## src/rtl/sprite_pkg.sv

```systemverilog
// Shared types and defaults for the sprite blitter: pixel/address typedefs,
// the latched blit descriptor and the blitter FSM state encoding.
package sprite_pkg;

  typedef logic [3:0]  color_idx_t;
  typedef logic [17:0] rom_addr_t;
  typedef logic [16:0] fb_addr_t;

  typedef struct packed {
    rom_addr_t  base;
    logic [9:0] w;
    logic [9:0] h;
    logic [9:0] x;
    logic [9:0] y;
  } blit_desc_t;

  localparam int unsigned FB_W_DEF       = 320;
  localparam int unsigned FB_H_DEF       = 240;
  localparam color_idx_t  TRANSP_IDX_DEF = 4'd0;

  typedef enum logic [1:0] {
    ST_IDLE,
    ST_RUN,
    ST_DRAIN,
    ST_DONE
  } blit_state_t;

endpackage

```

## src/rtl/sprite_blitter_if.sv

```systemverilog
// Memory-side bus of the blitter: sprite ROM read port and framebuffer write port.
interface sprite_blitter_if;
  import sprite_pkg::*;

  rom_addr_t  rom_addr;
  color_idx_t rom_data;
  logic       fb_we;
  fb_addr_t   fb_addr;
  color_idx_t fb_data;
  logic       fb_ready;

  modport master (
    output rom_addr, fb_we, fb_addr, fb_data,
    input  rom_data, fb_ready
  );

  modport slave (
    input  rom_addr, fb_we, fb_addr, fb_data,
    output rom_data, fb_ready
  );
endinterface

```

## src/rtl/sprite_blitter_addr_gen.sv

```systemverilog
// Stage-0 address generator: row/col counters, source and framebuffer
// accumulators, clip flag and last-pixel flag for the current pixel.
module blit_addr_gen
  import sprite_pkg::*;
#(
  parameter int unsigned FB_W = FB_W_DEF,
  parameter int unsigned FB_H = FB_H_DEF
) (
  input  logic       clk,
  input  logic       rst_n,
  input  logic       load,
  input  logic       step,
  input  blit_desc_t desc,
  input  logic       hflip,
  output rom_addr_t  src_addr,
  output fb_addr_t   fb_addr,
  output logic       clip,
  output logic       last
);

  localparam logic [10:0] FB_W11 = 11'(FB_W);
  localparam logic [10:0] FB_H11 = 11'(FB_H);
  localparam logic [19:0] FB_W20 = 20'(FB_W);

  logic [9:0]  col, row, w_q, w_m1, h_m1;
  logic [10:0] x0, x_cur, y_cur;
  logic [19:0] row_fb;
  rom_addr_t   row_start, src_ptr, next_row_start;
  logic        hflip_q, row_end;

  assign row_end        = (col == w_m1);
  assign next_row_start = row_start + rom_addr_t'(w_q);

  always_ff @(posedge clk) begin
    if (!rst_n) begin
      col       <= '0;
      row       <= '0;
      w_q       <= '0;
      w_m1      <= '0;
      h_m1      <= '0;
      x0        <= '0;
      x_cur     <= '0;
      y_cur     <= '0;
      row_fb    <= '0;
      row_start <= '0;
      src_ptr   <= '0;
      hflip_q   <= 1'b0;
    end else if (load) begin
      col       <= '0;
      row       <= '0;
      w_q       <= desc.w;
      w_m1      <= desc.w - 10'd1;
      h_m1      <= desc.h - 10'd1;
      x0        <= {1'b0, desc.x};
      x_cur     <= {1'b0, desc.x};
      y_cur     <= {1'b0, desc.y};
      // Constant-coefficient product, evaluated once per blit.
      row_fb    <= 20'(desc.y) * FB_W20 + 20'(desc.x);
      row_start <= desc.base;
      src_ptr   <= hflip ? desc.base + rom_addr_t'(desc.w - 10'd1) : desc.base;
      hflip_q   <= hflip;
    end else if (step) begin
      if (row_end) begin
        col       <= '0;
        row       <= row + 10'd1;
        x_cur     <= x0;
        y_cur     <= y_cur + 11'd1;
        row_fb    <= row_fb + FB_W20;
        row_start <= next_row_start;
        src_ptr   <= hflip_q ? next_row_start + rom_addr_t'(w_m1) : next_row_start;
      end else begin
        col     <= col + 10'd1;
        x_cur   <= x_cur + 11'd1;
        src_ptr <= hflip_q ? src_ptr - rom_addr_t'(1) : src_ptr + rom_addr_t'(1);
      end
    end
  end

  assign src_addr = src_ptr;
  assign fb_addr  = fb_addr_t'(row_fb + 20'(col));
  assign clip     = (x_cur >= FB_W11) || (y_cur >= FB_H11);
  assign last     = row_end && (row == h_m1);

endmodule

```

## src/rtl/sprite_blitter.sv

```systemverilog
// Sprite blitter: copies a WxH palette-index sprite from ROM into the framebuffer
// through a 2-stage pipeline. Optional feature macro: SPRITE_HFLIP_EN (adds hflip).
module sprite_blitter
  import sprite_pkg::*;
#(
  parameter int unsigned FB_W       = FB_W_DEF,
  parameter int unsigned FB_H       = FB_H_DEF,
  parameter color_idx_t  TRANSP_IDX = TRANSP_IDX_DEF
) (
  input  logic       Clk,
  input  logic       Reset_n,
  input  logic       start,
  input  rom_addr_t  spr_base,
  input  logic [9:0] spr_w,
  input  logic [9:0] spr_h,
  input  logic [9:0] dst_x,
  input  logic [9:0] dst_y,
`ifdef SPRITE_HFLIP_EN
  input  logic       hflip,
`endif
  output logic       busy,
  output logic       done,
  sprite_blitter_if.master mem
);

  blit_state_t state, state_next;
  blit_desc_t  desc;
  logic        load, step, stall, we_int, hflip_in;
  rom_addr_t   src_addr, s1_rom_addr;
  fb_addr_t    gen_fb_addr, s1_fb_addr;
  logic        gen_clip, gen_last, s1_valid, s1_clip;

`ifdef SPRITE_HFLIP_EN
  assign hflip_in = hflip;
`else
  assign hflip_in = 1'b0;
`endif

  assign desc = '{base: spr_base, w: spr_w, h: spr_h, x: dst_x, y: dst_y};

  blit_addr_gen #(.FB_W(FB_W), .FB_H(FB_H)) u_addr_gen (
    .clk      (Clk),
    .rst_n    (Reset_n),
    .load     (load),
    .step     (step),
    .desc     (desc),
    .hflip    (hflip_in),
    .src_addr (src_addr),
    .fb_addr  (gen_fb_addr),
    .clip     (gen_clip),
    .last     (gen_last)
  );

  assign we_int = s1_valid && !s1_clip && (mem.rom_data != TRANSP_IDX);
  assign stall  = we_int && !mem.fb_ready;

  always_ff @(posedge Clk) begin
    if (!Reset_n) state <= ST_IDLE;
    else          state <= state_next;
  end

  always_comb begin
    state_next = state;
    load       = 1'b0;
    step       = 1'b0;
    unique case (state)
      ST_IDLE: if (start) begin
        load       = 1'b1;
        state_next = (spr_w == '0 || spr_h == '0) ? ST_DONE : ST_RUN;
      end
      ST_RUN: if (!stall) begin
        step = 1'b1;
        if (gen_last) state_next = ST_DRAIN;
      end
      ST_DRAIN: if (!stall) state_next = ST_DONE;
      ST_DONE:  state_next = ST_IDLE;
      default:  state_next = ST_IDLE;
    endcase
  end

  always_ff @(posedge Clk) begin
    if (!Reset_n) begin
      s1_valid    <= 1'b0;
      s1_clip     <= 1'b0;
      s1_fb_addr  <= '0;
      s1_rom_addr <= '0;
    end else if (!stall) begin
      s1_valid    <= (state == ST_RUN);
      s1_clip     <= gen_clip;
      s1_fb_addr  <= gen_fb_addr;
      s1_rom_addr <= src_addr;
    end
  end

  // The ROM read is registered, so during a stall the ROM must be re-addressed
  // with stage 1's pixel to keep rom_data (and thus fb_data) stable.
  assign mem.rom_addr = stall ? s1_rom_addr : src_addr;
  assign mem.fb_we    = we_int;
  assign mem.fb_addr  = s1_fb_addr;
  assign mem.fb_data  = s1_valid ? mem.rom_data : '0;

  assign busy = (state != ST_IDLE);
  assign done = (state == ST_DONE);

endmodule
```

## src/flat_wrapper.sv

```systemverilog
// flat-port wrapper written by rule: the top's interface ports become plain ports
module sprite_blitter_flat import sprite_pkg::*;
#(
  parameter int unsigned FB_W       = FB_W_DEF,
  parameter int unsigned FB_H       = FB_H_DEF,
  parameter color_idx_t  TRANSP_IDX = TRANSP_IDX_DEF
)
  (Clk, Reset_n, start, spr_base, spr_w, spr_h, dst_x, dst_y, busy, done, mem_rom_addr, mem_fb_we, mem_fb_addr, mem_fb_data, mem_rom_data, mem_fb_ready);
  sprite_blitter_if mem_i ();
  input  logic Clk;
  input  logic Reset_n;
  input  logic start;
  input  rom_addr_t spr_base;
  input  logic [9:0] spr_w;
  input  logic [9:0] spr_h;
  input  logic [9:0] dst_x;
  input  logic [9:0] dst_y;
  output logic busy;
  output logic done;
  output wire logic [$bits(mem_i.rom_addr)-1:0] mem_rom_addr;
  output wire logic [$bits(mem_i.fb_we)-1:0] mem_fb_we;
  output wire logic [$bits(mem_i.fb_addr)-1:0] mem_fb_addr;
  output wire logic [$bits(mem_i.fb_data)-1:0] mem_fb_data;
  input wire logic [$bits(mem_i.rom_data)-1:0] mem_rom_data;
  input wire logic [$bits(mem_i.fb_ready)-1:0] mem_fb_ready;
  assign mem_rom_addr = mem_i.rom_addr;
  assign mem_fb_we = mem_i.fb_we;
  assign mem_fb_addr = mem_i.fb_addr;
  assign mem_fb_data = mem_i.fb_data;
  assign mem_i.rom_data = mem_rom_data;
  assign mem_i.fb_ready = mem_fb_ready;
  sprite_blitter #(.FB_W(FB_W), .FB_H(FB_H), .TRANSP_IDX(TRANSP_IDX)) u_core (.Clk(Clk), .Reset_n(Reset_n), .start(start), .spr_base(spr_base), .spr_w(spr_w), .spr_h(spr_h), .dst_x(dst_x), .dst_y(dst_y), .busy(busy), .done(done), .mem(mem_i));
endmodule
```

## config.mk

```make
export PLATFORM = sky130hd
export DESIGN_NAME = sprite_blitter_flat
export DESIGN_NICKNAME = d
export VERILOG_FILES = /design/src/rtl/sprite_pkg.sv /design/src/rtl/sprite_blitter_if.sv /design/src/rtl/sprite_blitter_addr_gen.sv /design/src/rtl/sprite_blitter.sv /design/src/flat_wrapper.sv
export SDC_FILE = /design/constraint.sdc
export NUM_CORES = 1
export LEC_CHECK = 0
export ABC_AREA = 1
export CAP_MARGIN = 20
export CORE_MARGIN = 4
export CORE_UTILIZATION = 54
export CTS_CLUSTER_SIZE = 25
export DETAILED_ROUTE_END_ITERATION = 10
export PLACE_DENSITY = 0.79
export SYNTH_ARGS = -nofsm -noshare
export SYNTH_HDL_FRONTEND = slang
export SYNTH_SLANG_ARGS = --single-unit
```

## constraint.sdc

```tcl
create_clock -name Clk -period 3.2 [get_ports Clk]
set_input_delay 0.64 -clock Clk [delete_from_list [all_inputs] [get_ports Clk]]
set_output_delay 0.64 -clock Clk [all_outputs]
set_load 0.02 [all_outputs]
```

# == Word-level counts from Yosys, hierarchy flattened ==
# Index checks and enable logic that the tools add are counted.
# word_totals
rom_bits,0
latch_bits,0
out_inout_bits,42
ramBits,0
word_cells,89
n_memories,0
register_bits,177
# op_classes
add_sub_neg,11
div,0
bitwise,1
magnitude_cmp,2
n_reduce_logical,19
eq_ne,9
muxes,28
multipliers,1
shift,0
# op_table
operator,n
two-way mux 18 bit,7
two-way mux 10 bit,6
two-way mux 20 bit,3
"adder 11 x 1 -> 11 bit, second input constant",2
"adder 10 x 1 -> 10 bit, second input constant",2
adder 19 x 10 -> 20 bit,1
"adder 20 x 9 -> 20 bit, second input constant",1
equality test 10 bit,2
logical NOT 10 bit,2
"subtractor 10 x 1 -> 10 bit, second input constant",2
"adder 18 x 1 -> 18 bit, second input constant",1
adder 18 x 10 -> 18 bit,1
adder 17 x 10 -> 17 bit,1
"multiplier 10 x 3 -> 13 bit, second input constant",1
"greater-or-equal comparator 11 x 8 -> 1 bit, second input constant",1
"greater-or-equal comparator 11 x 9 -> 1 bit, second input constant",1
two-way mux 11 bit,1
two-way mux 2 bit,5
one-hot mux 2 bit (4 select lines),1
"!= test 2 bit, second input constant",3
nonzero test 2 bit,3
"equality test 2 bit, second input constant",2
logical AND 1 bit,4
two-way mux 1 bit,4
11 further kinds,14

# == Longest topological paths before layout ==
# Gate-level depths: netlist of the first run.
# logic_depth
ltp_word,8
depth_mapped,15
ltp_nobuf,15

# == Modules after synthesis ==
# From an unflattened synthesis of the first run, not the netlist that was laid out.
# hier_totals
hier_cells,2001
area_unflattened_um2,13143.9
# modules_own_cells
mod,seq_area_each_um2,area_each_um2,cells_each,instances
blit_addr_gen,2722.6,11058.1,1717,1
sprite_blitter,780.7,2085.8,284,1

# == Worst setup path after synthesis of the first run ==
# Ideal clock, no wire load.
# synth_path
path_type,input port to flip-flop
from,input port dst_y[1]
to,register u_core.u_addr_gen.row_fb[15]
arrival_time_ns,2.522
setup_time_ns,0.112
cell_stages,14
setup_slack_ns,0.566
cell_sequence,ha_1 -> ha_1 -> fa_1 -> nand2_1 -> inv_1 -> o21ai_0 -> nand3_1 -> nand2_1 -> nor3_1 -> nand2_1 -> nand2_1 -> nand3_1 -> nand2_1 -> nand2_1
# synth_between
elab_chain_cells,3
# synth_lines
item,line_no,text
"start, declared",flat_wrapper.sv:17,input logic [9:0] dst_y;
multiplier 10 x 3 -> 13 bit,sprite_blitter_addr_gen.sv:58,row_fb <= 20'(desc.y) * FB_W20 + 20'(desc.x);
adder 19 x 10 -> 20 bit,sprite_blitter_addr_gen.sv:58,
two-way mux 20 bit,sprite_blitter_addr_gen.sv:48,end else if (load) begin
"end signal, assigned",sprite_blitter_addr_gen.sv:58,
"end signal, assigned",sprite_blitter_addr_gen.sv:68,row_fb <= row_fb + FB_W20;
"end, declared",sprite_blitter_addr_gen.sv:27,logic [19:0] row_fb;
# Every way passes these cells.
# A chain may end at the register's enable or synchronous reset.

# == Worst setup path after layout of the first run ==
# layout_path
from,input port mem_rom_data[2]
to,output port mem_rom_addr[2]
# layout_between
elab_chain_cells,4
# layout_lines
item,line_no,text
"start, declared",flat_wrapper.sv:24,input wire logic [$bits(mem_i.rom_data)-1:0] mem_rom_data;
nonzero test 4 bit,sprite_blitter.sv:54,assign we_int = s1_valid && !s1_clip && (mem.rom_data != TRANSP_IDX);
logical AND 1 bit,sprite_blitter.sv:54,
logical AND 1 bit,sprite_blitter.sv:55,assign stall = we_int && !mem.fb_ready;
two-way mux 18 bit,-,
"end, declared",flat_wrapper.sv:20,output wire logic [$bits(mem_i.rom_addr)-1:0] mem_rom_addr;
# Every way passes these cells.

==> results of run 1 <==
[area by class of cell]
class | instances | area (um^2) | share of cell area
Clock buffer | 22 | 454 | 0.0353
Clock inverter | 10 | 139 | 0.0108
Inverter | 209 | 788 | 0.0612
Multi-Input combinational cell | 1204 | 6380 | 0.495
Sequential cell | 174 | 3480 | 0.270
Tap cell | 265 | 332 | 0.0257
Timing Repair Buffer | 137 | 1310 | 0.101
[cells by family (layout without fill, tap and decap cells)]
kind of cell	after synthesis	in the layout	share of synthesized area
AND/OR/NAND/NOR	723	723	0.284
AO/OA/AOI/OAI	359	359	0.179
buffers and inverters	270	378	0.0960
flip-flops	174	174	0.319
XOR/XNOR	63	63	0.0506
adder cells (fa/ha/maj)	59	59	0.0705
[power by group through the flow]
stage / combinational, mW / sequential (mW) / clock [mW]
after CTS: 4.39 / 3.29 / 2.15
after global placement: 4.38 / 3.31 / 0
after detailed placement: 4.47 / 3.32 / 0
after floorplan: 3.07 / 3.22 / 0
final: 4.41 / 3.31 / 2.12
after global routing: 4.94 / 3.38 / 2.24
[flip-flops by register name (all words and copies together), names as in the netlist, 11 cells and up]
signal                       count
u_core.s1_rom_addr              18
u_core.u_addr_gen.row_start     18
u_core.u_addr_gen.src_addr      18
u_core.mem.fb_addr              17
u_core.u_addr_gen.row_fb        17
u_core.u_addr_gen.x_cur         11
u_core.u_addr_gen.y_cur         11
[layout by cell type, fill, tap and decap left out, types with 4 or more instances in the layout]
master,instances
clkinvlp_4,4
a31oi_1,14
fa_1,4
a211oi_1,21
buf_4,27
inv_1,197
clkdlybuf4s50_1,88
xnor2_1,19
o21ai_0,139
o211ai_1,4
inv_2,8
clkbuf_1,4
nand2_4,5
or2_2,6
xor2_1,44
nand3b_1,10
dfxtp_1,174
ha_1,55
nor4_1,8
nor3b_1,4
o21bai_1,7
nand2_1,406
nor2_1,127
nand2_2,5
nand3_1,98
dlygate4sd2_1,18
o21ai_1,6
nand4_1,22
a21oi_1,146
o22ai_1,8
clkbuf_16,17
nor3_1,25
[worst max-delay path, delay by kind of cell]
family / cells / cell delay, ps
AO/OA/AOI/OAI: 1 / 40
AND/OR/NAND/NOR: 5 / 630
buffers and inverters: 5 / 1040
[worst paths after layout]
check                                                                 start                                     endpoint  cells past startpoint
worst max-delay path                                        mem_rom_data[2]                              mem_rom_addr[2]                     11
worst min-delay path            u_core.u_addr_gen.row_start[5]$_SDFFE_PN0P_  u_core.u_addr_gen.row_start[5]$_SDFFE_PN0P_                      2
worst max register to register        u_core.u_addr_gen.col[0]$_SDFFE_PP0P_          u_core.mem.fb_addr[10]$_SDFFE_PN0N_                     13
worst min register to register  u_core.u_addr_gen.row_start[5]$_SDFFE_PN0P_  u_core.u_addr_gen.row_start[5]$_SDFFE_PN0P_                      2
[per-layer routing]
| layer | global-route usage | share of wire | up-vias |
|---|---|---|---|
| met5 | 0 | 0 | - |
| met4 | 0.108 | 0.033 | 0 |
| met3 | 0.0412 | 0.058 | 68 |
| met2 | 0.483 | 0.49 | 387 |
| met1 | 0.332 | 0.42 | 5167 |
| li1 | - | - | 5602 |
[repair_timing]
item	4_1_cts	5_1_grt
gates resized for setup	18	0
endpoints found under the setup margin	18	0
endpoints found under the hold margin	0	0
hold buffers	0	0
==> key figures, run 1 <==
Clocking
  • CTS buffer count: 17
  • Longest Clk Path Bufs: 2
  • Root Driver: clkbuf_16
  • CTS tree: yes
  • Number of setup buffers added after CTS: 0
  • CTS sink cnt: between 150 and 200
  • H-tree Lvls: 4
  • Clk Latency, worst-skew pair: 430 ps
  • Clock transition at path regs: 70 ps

Logic synthesis
  • Post-synth top area share: 0.319
  • Count leader, synth: nand2_1
  • Fraction of registers with async set/reset: 0
  • Top_reg_cell synth: dfxtp_1
  • Area leader, netlist: dfxtp_1
  • Top cells by count, synth: 407 x nand2_1, 197 x inv_1, 174 x dfxtp_1
  • Synth Instances: 1648
  • Number of flops mapped to enable cells by yosys: 0
  • Yosys reg bits: roughly 170
  • Distinct cell type count after synthesis: 48
  • Sequential share of the synthesized area: 0.319
  • Synth warnings: 0
  • Synth area leaders: dfxtp_1 32%, nand2_1 14%, inv_1 6.8%, a21oi_1 6.7%, o21ai_0 6.4%
  • Syn avg cell area: 6.62 um^2
  • Mapped Area: approximately 11000 um^2
  • Syn_nets: about 1800

Worst setup path
  • Worst-path fanout max: 6
  • Critical Path RT: around 2600 ps
  • Crit path cell chain: clkdlybuf4s50_1, nor2_1, nand2_1, nand2_1, inv_2, nand2_2, clkinv_1, or2_2, inv_1, a21oi_1, dlygate4sd2_1
  • Crit path DAT: 2340 ps
  • CP Launch Type: input pin
  • Max incr delay on CP: 420 ps
  • R2R setup slack: 710 ps
  • Crit-path slowest cell: clkdlybuf4s50_1
  • CP Capture Type: output pin
  • Critical path class: in2out
  • Most used cell, CP: nand2_1

Status
  • Status: finished clean

Placement
  • DP Cell Count: about 2000
  • Placed wire-length estimate: between 20000 and 25000 um
  • Number of I/O port buffers: between 100 and 150
  • Post-DP Area: 12300 um^2
  • Gpl congestion: 0.945
  • DP Worst Slack: -65.4 ps

Route
  • Starting DRT DRC Count: between 700 and 800
  • Drt total wl: 30200 um
  • DRC viols: 0
  • Drt via density: 5.55
  • Pre-antenna DRT Iters: 7
  • Detailed-route via count: ~11000
  • Detail Route Antenna Nets: 0
  • Routed len/inst: ~15 um

Power and ir drop
  • Sequential fraction of design power: 0.336
  • Maximum VDD drop: 413 uV
  • Sw Share: 0.428
  • Leak Pwr: 5.86 nW
  • Comb power frac: 0.448
  • PwrDens: 764 nW/um^2
  • Switching power: 4.21 mW
  • Overall Power: 9.84 mW
  • Cell internal pwr: 5.63 mW
  • Clock Power Share: 0.216

GRT
  • Gr ovfl total: 0
  • Total GRT Usage: 0.273
  • Largest net degree at the start of global routing: 74
  • First-pass GRT wire length: 50500 um
  • Number of global-route vias before repair: 10819
  • Initial antenna violation count: 0

Cells and area
  • Layout cells sized above 1: 0.0524
  • Final cell count without fillers: 2021
  • Final nets: 1868
  • Synthesis-to-layout area growth: 18.1%
  • Antenna Cells: 0
  • Design area: between 10000 and 15000 um^2
  • Final core occ: 0.655
  • Layout fillers: 1787

Min path
  • HP Class: reg2reg

STA
  • Worst rel slew slack: 0.444
  • RSZ-0062 raised after global routing: false
  • WHS: 455 ps
  • Slew Viols, Final: 0
  • Max Clock Skew: 10.5 ps
  • Minimum clock period: 2980 ps
  • Final setup viols: 0
  • Final hold vios: 0
  • TNS Setup: 0 ps
  • Final worst slack: 222 ps
  • Fmax: 336 MHz
  • Tcrit/Tclk final: 0.931
  • Least-Margin Pin Slew: about 830 ps

Job
  • Max cap viols: 0

Floorplanning
  • CORE AREA: 19700 um^2
  • Die W: 150 um
  • Full die area: 22500 um^2
  • I/O Pins: around 110
  • Std-Cell Rows: ~50
  • Chip Height: 150 um
  • Starting Density: 0.555
No activity file was read; power rests on OpenSTA's default activity.
==> run 2: changes to the inputs <==
--- a/config.mk
+++ b/config.mk
@@ -11,7 +11,10 @@
 export CORE_UTILIZATION = 54
 export CTS_CLUSTER_SIZE = 25
 export DETAILED_ROUTE_END_ITERATION = 10
+export GPL_TIMING_DRIVEN = 0
 export PLACE_DENSITY = 0.79
+export RECOVER_POWER = 25
+export SETUP_SLACK_MARGIN = 0.3
 export SYNTH_ARGS = -nofsm -noshare
 export SYNTH_HDL_FRONTEND = slang
 export SYNTH_SLANG_ARGS = --single-unit
==> key figures, run 2 (synthesis gave the netlist of run 1 again) <==
Clocking
  • CTS buffer count: 17 (unchanged)
  • Clock transition at path regs: 60 ps (about the same)
  • Clk Latency, worst-skew pair: 430 ps (about the same)
  • Hold-fix buffers at CTS: 0 (unchanged)
  • H-tree Lvls: 4 (unchanged)
  • Longest Clk Path Bufs: 2 (unchanged)
  • CTS tree: yes
  • CTS sink cnt: 174 (unchanged)
  • Root Driver: clkbuf_16

Worst setup path
  • Crit path DAT: 2240 ps (-100 ps)
  • Reg2reg start: u_core.state[0]$_SDFFE_PN0P_
  • Worst reg2reg path endpoint: u_core.u_addr_gen.src_addr[16]$_SDFFE_PN0P_
  • CP Launch Type: input pin
  • Critical path class: in2out
  • Top cell family by delay on the critical path: buffers and inverters
  • Crit-path slowest cell: dlygate4sd3_1
  • FF-to-FF path depth: 7 (-6)
  • R2R setup slack: 420 ps (-290 ps)
  • Max incr delay on CP: 540 ps (+120 ps)
  • Buf+Inv Stages, Crit Path: 6 (+1)
  • Worst-path fanout max: 10 (+4)
  • CP Capture Type: output pin
  • Crit path cell chain: dlygate4sd3_1, nor2_1, nand2_1, nand2_1, inv_1, nand2_4, buf_8, buf_8, nand2_1, inv_1, a21oi_1, buf_2
  • Most used cell, CP: nand2_1
  • Critical Path RT: 2560 ps (about the same)

STA
  • Worst rel slew slack: 0.440 (-0.00454)
  • Slew Viols, Final: 0 (unchanged)
  • RSZ-0062 raised after global routing: false
  • Least-Margin Pin Slew: 841 ps (+8.02 ps)
  • Fmax: 348 MHz (+3.5%)
  • Final hold vios: 0 (unchanged)
  • Max Clock Skew: 9.81 ps (-0.713 ps)
  • Tcrit/Tclk final: 0.899 (-0.0317)
  • Final setup viols: 0 (unchanged)
  • WHS: 462 ps (+6.71 ps)
  • Minimum clock period: 2880 ps (-102 ps)
  • TNS Setup: 0 ps (unchanged)

Placement
  • DP Cell Count: 2019 (+1.5%)
  • Number of I/O port buffers: 106 (-0.93%)
  • Placed wire-length estimate: 26800 um (+19%)
  • Post-DP Area: 12300 um^2 (about the same)
  • Gpl congestion: 0.971 (+2.8%)

Status
  • Status: finished clean

Route
  • Drt total wl: 35000 um (+16%)
  • Detail Route Antenna Nets: 0 (unchanged)
  • Pre-antenna DRT Iters: 7 (unchanged)
  • Starting DRT DRC Count: 954 (+34%)
  • Drt via density: 5.61 (+1.0%)
  • Routed len/inst: 17.1 um (+14%)
  • DRC viols: 0 (unchanged)
  • Detailed-route via count: 11499 (+2.5%)

Min path
  • HP Class: reg2reg
  • Hold path start: u_core.s1_rom_addr[2]$_SDFF_PN0_
  • Hold path endpoint: u_core.s1_rom_addr[2]$_SDFF_PN0_
  • Hold Path Depth: 2 (unchanged)

GRT
  • Number of global-route vias before repair: 10868 (+0.45%)
  • First-pass GRT wire length: 54600 um (+8.1%)
  • Initial antenna violation count: 0 (unchanged)
  • Total GRT Usage: 0.307 (+0.0346)
  • Largest net degree at the start of global routing: 17 (-77%)
  • Gr ovfl total: 0 (unchanged)

Cells and area
  • Synthesis-to-layout area growth: 18.5%
  • Final cell count without fillers: 2050 (+1.4%)
  • Final nets: 1900 (+1.7%)
  • Antenna Cells: 0 (unchanged)
  • Multi-input logic area: 6420 um^2 (+0.65%)
  • Commonest non-fill, non-tap cells in the layout: 407 x nand2_1, 199 x inv_1, 174 x dfxtp_1
  • Storage element area: 3480 um^2 (unchanged)
  • Layout fillers: 1862 (+4.2%)
  • Design area: 12900 um^2 (+0.31%)
  • Layout cells sized above 1: 0.0583 (+0.00587)
  • Commonest non-fill, non-tap cell in the layout: nand2_1

Power and ir drop
  • Leak Pwr: 5.90 nW (+0.59%)
  • PwrDens: 786 nW/um^2 (+2.8%)
  • Maximum VDD drop: 453 uV (+9.8%)

Floorplanning
  • CORE AREA: 19700 um^2 (unchanged)
  • Std-Cell Rows: 51 (unchanged)
  • Full die area: 22500 um^2 (unchanged)
  • Die W: 150 um (unchanged)
  • I/O Pins: 108 (unchanged)
  • Chip Height: 150 um (unchanged)
  • Starting Density: 0.555 (unchanged)

Job
  • Max cap viols: 0 (unchanged)
-- run 2: cell types whose count changed in the layout (fill, tap and decap cells not counted), moves of 3 or more --
cell	delta
a21oi_2	+5
a21oi_1	-5
buf_2	+18
buf_12	-3
dlygate4sd3_1	+19
buf_1	+7
dlygate4sd2_1	-16
buf_6	+4
clkbuf_2	+4
clkbuf_1	+36
buf_4	-19
clkdlybuf4s50_1	-22
-- run 2: worst max path at each step --
| stage | startpoint | to | cells past startpoint |
|---|---|---|---|
| finish | mem_rom_data[3] | mem_rom_addr[6] | 12 |
| global route | mem_rom_data[3] | mem_rom_addr[9] | 12 |
| CTS | mem_rom_data[2] | mem_rom_addr[17] | 12 |
| detailed placement | mem_rom_data[2] | mem_rom_addr[17] | 12 |
| global placement | mem_rom_data[2] | mem_rom_addr[17] | 12 |
| floorplan | dst_y[1] | u_core.u_addr_gen.row_fb[15]$_SDFFE_PN0P_ | 14 |
-- run 2: routing by layer --
metal,vias to the layer above,GRT usage,wire length [um]
met5,-,0,0
met4,0,0.142,1550
met3,94,0.0539,2840
met2,468,0.509,16000
met1,5261,0.391,14600
li1,5676,-,-
-- run 2: worst register-to-register path: cells and delay by family (launching register included) --
family	cells	cell delay (ps)
fa+ha+maj	1	220
compound gates	1	180
flops	1	410
simple gates	2	710
buf+inv	3	1180
-- run 2: final cells by class --
type,count,area share
timing repair buffer,108,0.0777
sequential,174,0.270
tap,265,0.0257
clock buffer,22,0.0344
multi-input combinational,1204,0.497
clock inverter,7,0.0108
inverter,209,0.0613
buffer,61,0.0237
-- run 2: timing repair --
action                     in CTS  in global routing
setup endpoints to repair      21                 45
setup buffers                   2                  0
pin swaps                       2                  2
gates resized for setup        87                 29
-- run 2: power breakdown --
| part | internal [mW] | total [mW] | switching [mW] | leakage (nW) |
|---|---|---|---|---|
| combinational | 1.60 | 4.69 | 3.09 | 4.19 |
| sequential | 2.77 | 3.30 | 0.528 | 1.43 |
| clock | 1.29 | 2.17 | 0.875 | 0.276 |
-- run 2: per-stage QoR --
stage	setup WS, ps	power, mW	util
2_1_floorplan	566	6.29	-
3_3_place_gp	-615	7.85	0.626
3_5_place_dp	-653	7.95	0.626
4_1_cts	286	10.0	0.655
5_1_grt	179	10.8	0.657
6_report	323	10.2	0.657
